`src/rtl/trigger_pkg.sv`:
```
`default_nettype none
// ---------------------------------------------------------------------------
// trigger_pkg: ring-buffer widths and state encoding shared by capture blocks.
// Rev 1.0
// ---------------------------------------------------------------------------
package trigger_pkg;

  localparam int C_DATA_WIDTH     = 16;
  localparam int C_BUF_ADDR_WIDTH = 10;
  localparam int C_LEN_WIDTH      = 16;
  localparam int C_FIFO_DEPTH     = 4;

  typedef enum logic [0:0] {
    IDLE = 1'b0,
    RUN  = 1'b1
  } state_e;

endpackage
`default_nettype wire

```
`src/rtl/trigger_window_reader_if.sv`:
```
`default_nettype none
// ---------------------------------------------------------------------------
// trigger_window_reader_if: control, BRAM read port and AXI-Stream bundle.
// Rev 1.0
// ---------------------------------------------------------------------------
interface trigger_window_reader_if
  import trigger_pkg::*;
#(
  parameter int DATA_WIDTH     = C_DATA_WIDTH,
  parameter int BUF_ADDR_WIDTH = C_BUF_ADDR_WIDTH,
  parameter int LEN_WIDTH      = C_LEN_WIDTH
) ();

  logic                      start;
  logic [BUF_ADDR_WIDTH-1:0] trigger_offset;
  logic [LEN_WIDTH-1:0]      pre_trigger;
  logic [LEN_WIDTH-1:0]      window_len;
  logic                      bram_en;
  logic [BUF_ADDR_WIDTH-1:0] bram_addr;
  logic [DATA_WIDTH-1:0]     bram_rdata;
  logic                      m_axis_tvalid;
  logic                      m_axis_tready;
  logic [DATA_WIDTH-1:0]     m_axis_tdata;
  logic                      m_axis_tlast;
  logic                      busy;
  logic                      done;

  modport master (
    input  start, trigger_offset, pre_trigger, window_len, bram_rdata, m_axis_tready,
    output bram_en, bram_addr, m_axis_tvalid, m_axis_tdata, m_axis_tlast, busy, done
  );

  modport slave (
    output start, trigger_offset, pre_trigger, window_len, bram_rdata, m_axis_tready,
    input  bram_en, bram_addr, m_axis_tvalid, m_axis_tdata, m_axis_tlast, busy, done
  );

endinterface
`default_nettype wire

```
`src/rtl/axis_skid_fifo.sv`:
```
`default_nettype none
// ---------------------------------------------------------------------------
// axis_skid_fifo: small output FIFO; head is combinational, push+pop legal when full.
// Rev 1.0
// ---------------------------------------------------------------------------
module axis_skid_fifo #(
  parameter int WIDTH = 16,
  parameter int DEPTH = 4
) (
  input  wire logic                   clk,
  input  wire logic                   rstn,
  input  wire logic                   push_i,
  input  wire logic [WIDTH-1:0]       din_i,
  input  wire logic                   pop_i,
  output logic      [WIDTH-1:0]       head_o,
  output logic      [$clog2(DEPTH):0] count_o,
  output logic                        empty_o
);

  localparam int PTR_W = $clog2(DEPTH);

  logic [WIDTH-1:0] mem_q [DEPTH];
  logic [PTR_W-1:0] wr_ptr_q;
  logic [PTR_W-1:0] rd_ptr_q;
  logic [PTR_W:0]   count_q;

  // Storage carries no reset; only the pointers and occupancy define emptiness.
  always_ff @(posedge clk) begin
    if (push_i) begin
      mem_q[wr_ptr_q] <= din_i;
    end
  end

  always_ff @(posedge clk or negedge rstn) begin
    if (!rstn) begin
      wr_ptr_q <= '0;
      rd_ptr_q <= '0;
      count_q  <= '0;
    end else begin
      if (push_i) begin
        wr_ptr_q <= wr_ptr_q + PTR_W'(1);
      end
      if (pop_i) begin
        rd_ptr_q <= rd_ptr_q + PTR_W'(1);
      end
      case ({push_i, pop_i})
        2'b10:   count_q <= count_q + (PTR_W+1)'(1);
        2'b01:   count_q <= count_q - (PTR_W+1)'(1);
        default: count_q <= count_q;
      endcase
    end
  end

  assign head_o  = mem_q[rd_ptr_q];
  assign count_o = count_q;
  assign empty_o = (count_q == '0);

endmodule
`default_nettype wire

```
`src/rtl/trigger_window_reader.sv`:
```
`default_nettype none
// ---------------------------------------------------------------------------
// trigger_window_reader: streams window_len ring samples from (trigger - pre) on AXI-Stream.
// Rev 1.0
// ---------------------------------------------------------------------------
module trigger_window_reader
  import trigger_pkg::*;
#(
  parameter int DATA_WIDTH     = C_DATA_WIDTH,
  parameter int BUF_ADDR_WIDTH = C_BUF_ADDR_WIDTH,
  parameter int LEN_WIDTH      = C_LEN_WIDTH,
  parameter int FIFO_DEPTH     = C_FIFO_DEPTH
) (
  input wire logic                clk,
  input wire logic                rstn,
  trigger_window_reader_if.master bus
);

  localparam int                CNT_W     = $clog2(FIFO_DEPTH) + 1;
  localparam logic [CNT_W:0]    DEPTH_LIM = (CNT_W+1)'(FIFO_DEPTH);
  localparam logic [LEN_WIDTH-1:0] LEN_ONE = LEN_WIDTH'(1);

  state_e                    state_q, state_d;
  logic [LEN_WIDTH-1:0]      len_q, len_d;
  logic [LEN_WIDTH-1:0]      issued_q, issued_d;
  logic [LEN_WIDTH-1:0]      emitted_q, emitted_d;
  logic [BUF_ADDR_WIDTH-1:0] read_addr_q, read_addr_d;
  logic                      pending_q;
  logic                      done_q, done_d;

  logic [CNT_W-1:0]          fifo_count;
  logic [DATA_WIDTH-1:0]     fifo_head;
  logic                      fifo_empty;
  logic [CNT_W:0]            credit_used;
  logic                      issue;
  logic                      pop;
  logic                      tlast;
  logic                      last_beat;

  // In-flight reads count against FIFO space so a returning word always has a slot.
  assign credit_used = {1'b0, fifo_count} + {{CNT_W{1'b0}}, pending_q};
  assign issue       = (state_q == RUN) && (issued_q < len_q) && (credit_used < DEPTH_LIM);
  assign pop         = !fifo_empty && bus.m_axis_tready;

  // tlast is derived at the output from the emitted count, so the FIFO holds data only.
  assign tlast     = !fifo_empty && (emitted_q == (len_q - LEN_ONE));
  assign last_beat = pop && tlast;

  always_comb begin
    state_d     = state_q;
    len_d       = len_q;
    issued_d    = issued_q;
    emitted_d   = emitted_q;
    read_addr_d = read_addr_q;
    done_d      = 1'b0;
    case (state_q)
      IDLE: begin
        if (bus.start) begin
          if (bus.window_len != '0) begin
            len_d       = bus.window_len;
            issued_d    = '0;
            emitted_d   = '0;
            read_addr_d = bus.trigger_offset - bus.pre_trigger[BUF_ADDR_WIDTH-1:0];
            state_d     = RUN;
          end else begin
            done_d = 1'b1;
          end
        end
      end
      RUN: begin
        if (issue) begin
          read_addr_d = read_addr_q + BUF_ADDR_WIDTH'(1);
          issued_d    = issued_q + LEN_ONE;
        end
        if (pop) begin
          emitted_d = emitted_q + LEN_ONE;
        end
        if (last_beat) begin
          state_d = IDLE;
          done_d  = 1'b1;
        end
      end
      default: state_d = IDLE;
    endcase
  end

  always_ff @(posedge clk or negedge rstn) begin
    if (!rstn) begin
      state_q     <= IDLE;
      len_q       <= '0;
      issued_q    <= '0;
      emitted_q   <= '0;
      read_addr_q <= '0;
      pending_q   <= 1'b0;
      done_q      <= 1'b0;
    end else begin
      state_q     <= state_d;
      len_q       <= len_d;
      issued_q    <= issued_d;
      emitted_q   <= emitted_d;
      read_addr_q <= read_addr_d;
      pending_q   <= issue;
      done_q      <= done_d;
    end
  end

  axis_skid_fifo #(
    .WIDTH (DATA_WIDTH),
    .DEPTH (FIFO_DEPTH)
  ) u_fifo (
    .clk     (clk),
    .rstn    (rstn),
    .push_i  (pending_q),
    .din_i   (bus.bram_rdata),
    .pop_i   (pop),
    .head_o  (fifo_head),
    .count_o (fifo_count),
    .empty_o (fifo_empty)
  );

  assign bus.bram_en       = issue;
  assign bus.bram_addr     = read_addr_q;
  assign bus.m_axis_tvalid = !fifo_empty;
  assign bus.m_axis_tdata  = fifo_empty ? '0 : fifo_head;
  assign bus.m_axis_tlast  = tlast;
  assign bus.busy          = (state_q == RUN);
  assign bus.done          = done_q;

endmodule
`default_nettype wire
```
`src/flat_wrapper.sv`:
```
// flat-port wrapper written by rule: the top's interface ports become plain ports
module trigger_window_reader_flat import trigger_pkg::*;
#(
  parameter int DATA_WIDTH     = C_DATA_WIDTH,
  parameter int BUF_ADDR_WIDTH = C_BUF_ADDR_WIDTH,
  parameter int LEN_WIDTH      = C_LEN_WIDTH,
  parameter int FIFO_DEPTH     = C_FIFO_DEPTH
)
  (clk, rstn, bus_start, bus_trigger_offset, bus_pre_trigger, bus_window_len, bus_bram_rdata, bus_m_axis_tready, bus_bram_en, bus_bram_addr, bus_m_axis_tvalid, bus_m_axis_tdata, bus_m_axis_tlast, bus_busy, bus_done);
  trigger_window_reader_if #(.DATA_WIDTH(DATA_WIDTH), .BUF_ADDR_WIDTH(BUF_ADDR_WIDTH), .LEN_WIDTH(LEN_WIDTH)) bus_i ();
  input wire logic clk;
  input wire logic rstn;
  input wire logic [$bits(bus_i.start)-1:0] bus_start;
  input wire logic [$bits(bus_i.trigger_offset)-1:0] bus_trigger_offset;
  input wire logic [$bits(bus_i.pre_trigger)-1:0] bus_pre_trigger;
  input wire logic [$bits(bus_i.window_len)-1:0] bus_window_len;
  input wire logic [$bits(bus_i.bram_rdata)-1:0] bus_bram_rdata;
  input wire logic [$bits(bus_i.m_axis_tready)-1:0] bus_m_axis_tready;
  output wire logic [$bits(bus_i.bram_en)-1:0] bus_bram_en;
  output wire logic [$bits(bus_i.bram_addr)-1:0] bus_bram_addr;
  output wire logic [$bits(bus_i.m_axis_tvalid)-1:0] bus_m_axis_tvalid;
  output wire logic [$bits(bus_i.m_axis_tdata)-1:0] bus_m_axis_tdata;
  output wire logic [$bits(bus_i.m_axis_tlast)-1:0] bus_m_axis_tlast;
  output wire logic [$bits(bus_i.busy)-1:0] bus_busy;
  output wire logic [$bits(bus_i.done)-1:0] bus_done;
  assign bus_i.start = bus_start;
  assign bus_i.trigger_offset = bus_trigger_offset;
  assign bus_i.pre_trigger = bus_pre_trigger;
  assign bus_i.window_len = bus_window_len;
  assign bus_i.bram_rdata = bus_bram_rdata;
  assign bus_i.m_axis_tready = bus_m_axis_tready;
  assign bus_bram_en = bus_i.bram_en;
  assign bus_bram_addr = bus_i.bram_addr;
  assign bus_m_axis_tvalid = bus_i.m_axis_tvalid;
  assign bus_m_axis_tdata = bus_i.m_axis_tdata;
  assign bus_m_axis_tlast = bus_i.m_axis_tlast;
  assign bus_busy = bus_i.busy;
  assign bus_done = bus_i.done;
  trigger_window_reader #(.DATA_WIDTH(DATA_WIDTH), .BUF_ADDR_WIDTH(BUF_ADDR_WIDTH), .LEN_WIDTH(LEN_WIDTH), .FIFO_DEPTH(FIFO_DEPTH)) u_core (.clk(clk), .rstn(rstn), .bus(bus_i));
endmodule
```
`config.mk`:
```
export PLATFORM = sky130hd
export DESIGN_NAME = trigger_window_reader_flat
export DESIGN_NICKNAME = d
export VERILOG_FILES = /design/src/rtl/trigger_pkg.sv /design/src/rtl/trigger_window_reader_if.sv /design/src/rtl/axis_skid_fifo.sv /design/src/rtl/trigger_window_reader.sv /design/src/flat_wrapper.sv
export SDC_FILE = /design/constraint.sdc
export NUM_CORES = 1
export LEC_CHECK = 0
export ABC_AREA = 0
export CORE_MARGIN = 4
export CORE_UTILIZATION = 56
export CTS_CLUSTER_SIZE = 30
export DETAILED_ROUTE_END_ITERATION = 8
export MAX_ROUTING_LAYER = met4
export PLACE_DENSITY = 0.86
export SKIP_CTS_REPAIR_TIMING = 1
export SYNTH_ARGS = -nofsm -noshare
export SYNTH_HDL_FRONTEND = slang
export SYNTH_SLANG_ARGS = --single-unit
```
`constraint.sdc`:
```
create_clock -name clk -period 3.7 [get_ports clk]
set_clock_uncertainty 0.05 [all_clocks]
set_input_delay 0.74 -clock clk [delete_from_list [all_inputs] [get_ports clk]]
set_output_delay 0.74 -clock clk [all_outputs]
set_load 0.005 [all_outputs]
```
==> impl_metrics.tcl <==
set metrics [dict create \
    outcome "finished, final reports clean" \
    antenna_found_initial 0 \
    startpoint_type "flip-flop" \
    ys_ff_latch 132 \
    powerDensity_nw_per_um2 717.2 \
    cts-root-buf "clkbuf_16" \
    die_width_um 119.8 \
    fmax_mhz 283.3 \
    fin_util_pct 72.28 \
    finalSetupTns_ns 0 \
    fin_area_sq_um 8755 \
    ios 93 \
    fin_nets 827 \
    holdWs_ns 0.2696 \
    numCtsBuffers 17 \
    yosysTopAreaCell "edfxtp_1" \
    dominantRegCellSynth "dfrtp_1" \
    synth.distinct_cells 63 \
    grt_pass1_wl_um 28140 \
    grt_max_degree 46 \
    cts.htree.levels 4 \
    ys_warn_count 0 \
    grt.total_usage_pct 25.68 \
    hp-class "primary input to async pin" \
    setup_violations 0 \
    seq_area_frac_synth_pct 51.74 \
    maxCapViolations 0 \
    port_buffers 86 \
    place_area_sq_um 8104 \
    async_flop_share_pct 51.52 \
    initial_core_util_pct 57.82 \
    globalplace.congestion 0.9733 \
    crit_arrival_ns 2.74 \
    drtIter0Drc 486 \
    cts_buffer_depth 2 \
    syn-instance-count 631 \
    finalPower_mw 6.279 \
    core_sq_um 12110 \
    syn_area_per_cell_sq_um 11.10 \
    relSlewSlack_pct 41.78 \
    ir_drop_mv 0.3907 \
    synthesis.area_sq_um 7003 \
    period_share_pct 95.39 \
    path_class "flip-flop to output pin" \
    synth_edf_count 64 \
    path_max_fanout 9 \
    synth_area_leaders "edfxtp_1, dfrtp_1, ha_1" \
    num_vias 5398 \
    die_area_sq_um 14360 \
    wl_um 16940 \
    first_pass_iters 5 \
    syn_to_final_growth_pct 25.01 \
    layout_common_cells "clkdlybuf4s50_1, dfrtp_1, edfxtp_1" \
    final_hold_viol_count 0 \
    worstPathRequired_ns 2.91 \
    dp_hpwl_um 11900 \
    cts_tree "built" \
    p_leak_nw 3.435 \
    row_count 40 \
    clkTransAtPathRegs_ns 0.06 \
    grt.overflow.total 0 \
    fin_crit_ns 3.529 \
    avgRoutedWirePerCell_um 18.59 \
    grt_pass1_vias 5780 \
    layout-drive-gt1-share_pct 11.04 \
    num_antenna_cells 0 \
    yosysTopAreaCellShare_pct 27.44 \
    insertion_delay_ns 0.42 \
    synth_fp_nets 728 \
    drc 0 \
    via_per_inst 5.925 \
    tightest_slew_ns 0.8733 \
    end_kind "output pin" \
    drtAntennaViolNets 0 \
    maxSlewViolCount 0 \
    die_h_um 119.8 \
    cts.sinks 132 \
    layout_commonest_cell "clkdlybuf4s50_1" \
]
flip-flops by register name, indices dropped and copies added (netlist names):
| signal | flops |
|---|---|
| u_core.bus.done | 1 |
| u_core.bus.busy | 1 |
| u_core.issued_q | 16 |
| u_core.u_fifo.count_o | 3 |
| u_core.bus.bram_addr | 10 |
| u_core.u_fifo.mem_q | 64 |
| u_core.emitted_q | 16 |
| u_core.len_q | 16 |
| u_core.pending_q | 1 |
| u_core.u_fifo.rd_ptr_q | 2 |
| u_core.u_fifo.wr_ptr_q | 2 |
critical path, cell delays in order, from the launching register on:
cell,delay (ns)
dfrtp_1,0.40
inv_1,0.11
ha_1,0.31
a21oi_1,0.18
o21ai_1,0.13
a41oi_1,0.36
o311ai_4,0.17
inv_6,0.14
clkdlybuf4s50_1,0.52
layout make-up:
cell class / count / area (sq um)
Tap cell: 168 / 210.2
Timing Repair Buffer: 102 / 991.0
Inverter: 40 / 155.1
Fill cell: 869 / 3357
Clock buffer: 19 / 442.9
Clock inverter: 13 / 151.4
Multi-Input combinational cell: 437 / 3179
Sequential cell: 132 / 3625
cell usage after synthesis, types with 5 or more instances:
cell type and count:
nand2_1 61, xor2_1 22, nand2b_1 6, and2_1 23, inv_1 38, or3_1 8
dfrtp_1 68, nand4_1 16, and3_1 10, o21a_1 5, ha_1 33, edfxtp_1 64
nor4_1 11, nor2_1 38, a21oi_1 25, mux4_2 16, clkbuf_1 17, nand3_1 16
xnor2_1 24, nor3_1 18, o21ai_0 43
through the flow:
step,instances,worst slack [ns]
3_5_place_dp,875,0.02536
6_report,911,0.1707
2_1_floorplan,631,0.8242
3_3_place_gp,875,0.06763
4_1_cts,907,-0.4324
5_1_grt,911,-0.008045
final timing paths:
check / endpoint / start / cells after the start / slack [ns]
worst max-delay path: bus_bram_en / u_core.len_q[9] / 8 / 0.17
worst min-delay path: u_core.emitted_q[8] / rstn / 1 / 0.27
worst max register to register: u_core.bus.bram_addr[6] / u_core.len_q[9] / 10 / 0.89
worst min register to register: u_core.u_fifo.count_o[0] / u_core.u_fifo.count_o[0] / 1 / 0.48
max in group asynchronous: u_core.len_q[2] / rstn / 2 / 2.29
min in group clk: u_core.u_fifo.count_o[0] / u_core.u_fifo.count_o[0] / 1 / 0.48
cell families (layout without fill, tap and decap cells):
kind of cell / after synthesis / count (layout) / share of synthesized area, %
buffers and inverters: 62 / 174 / 3.448
muxes: 17 / 17 / 5.306
adders and majority gates: 35 / 35 / 6.468
and+or+nand+nor: 227 / 227 / 16.81
xor gates and xnor gates: 46 / 46 / 5.753
DFF: 132 / 132 / 51.74
AOI/OAI and AO/OA: 112 / 112 / 10.47
routing by layer:
metal / vias to the layer above / wire length [um] / global-route usage, %
met4: 0 / 486 / 10.09
met3: 46 / 1034 / 6.880
met5: - / 0 / -
met1: 2629 / 6772 / 29.90
met2: 208 / 8641 / 42.76
li1: 2515 / - / -
where the power goes:
group | leakage [nW] | total, mW | switching (mW) | internal (mW)
sequential | 1.44 | 2.31 | 0.399 | 1.91
clock | 0.294 | 1.67 | 0.648 | 1.02
combinational | 1.71 | 2.30 | 1.12 | 1.18
(Power assumes the default switching activity.)
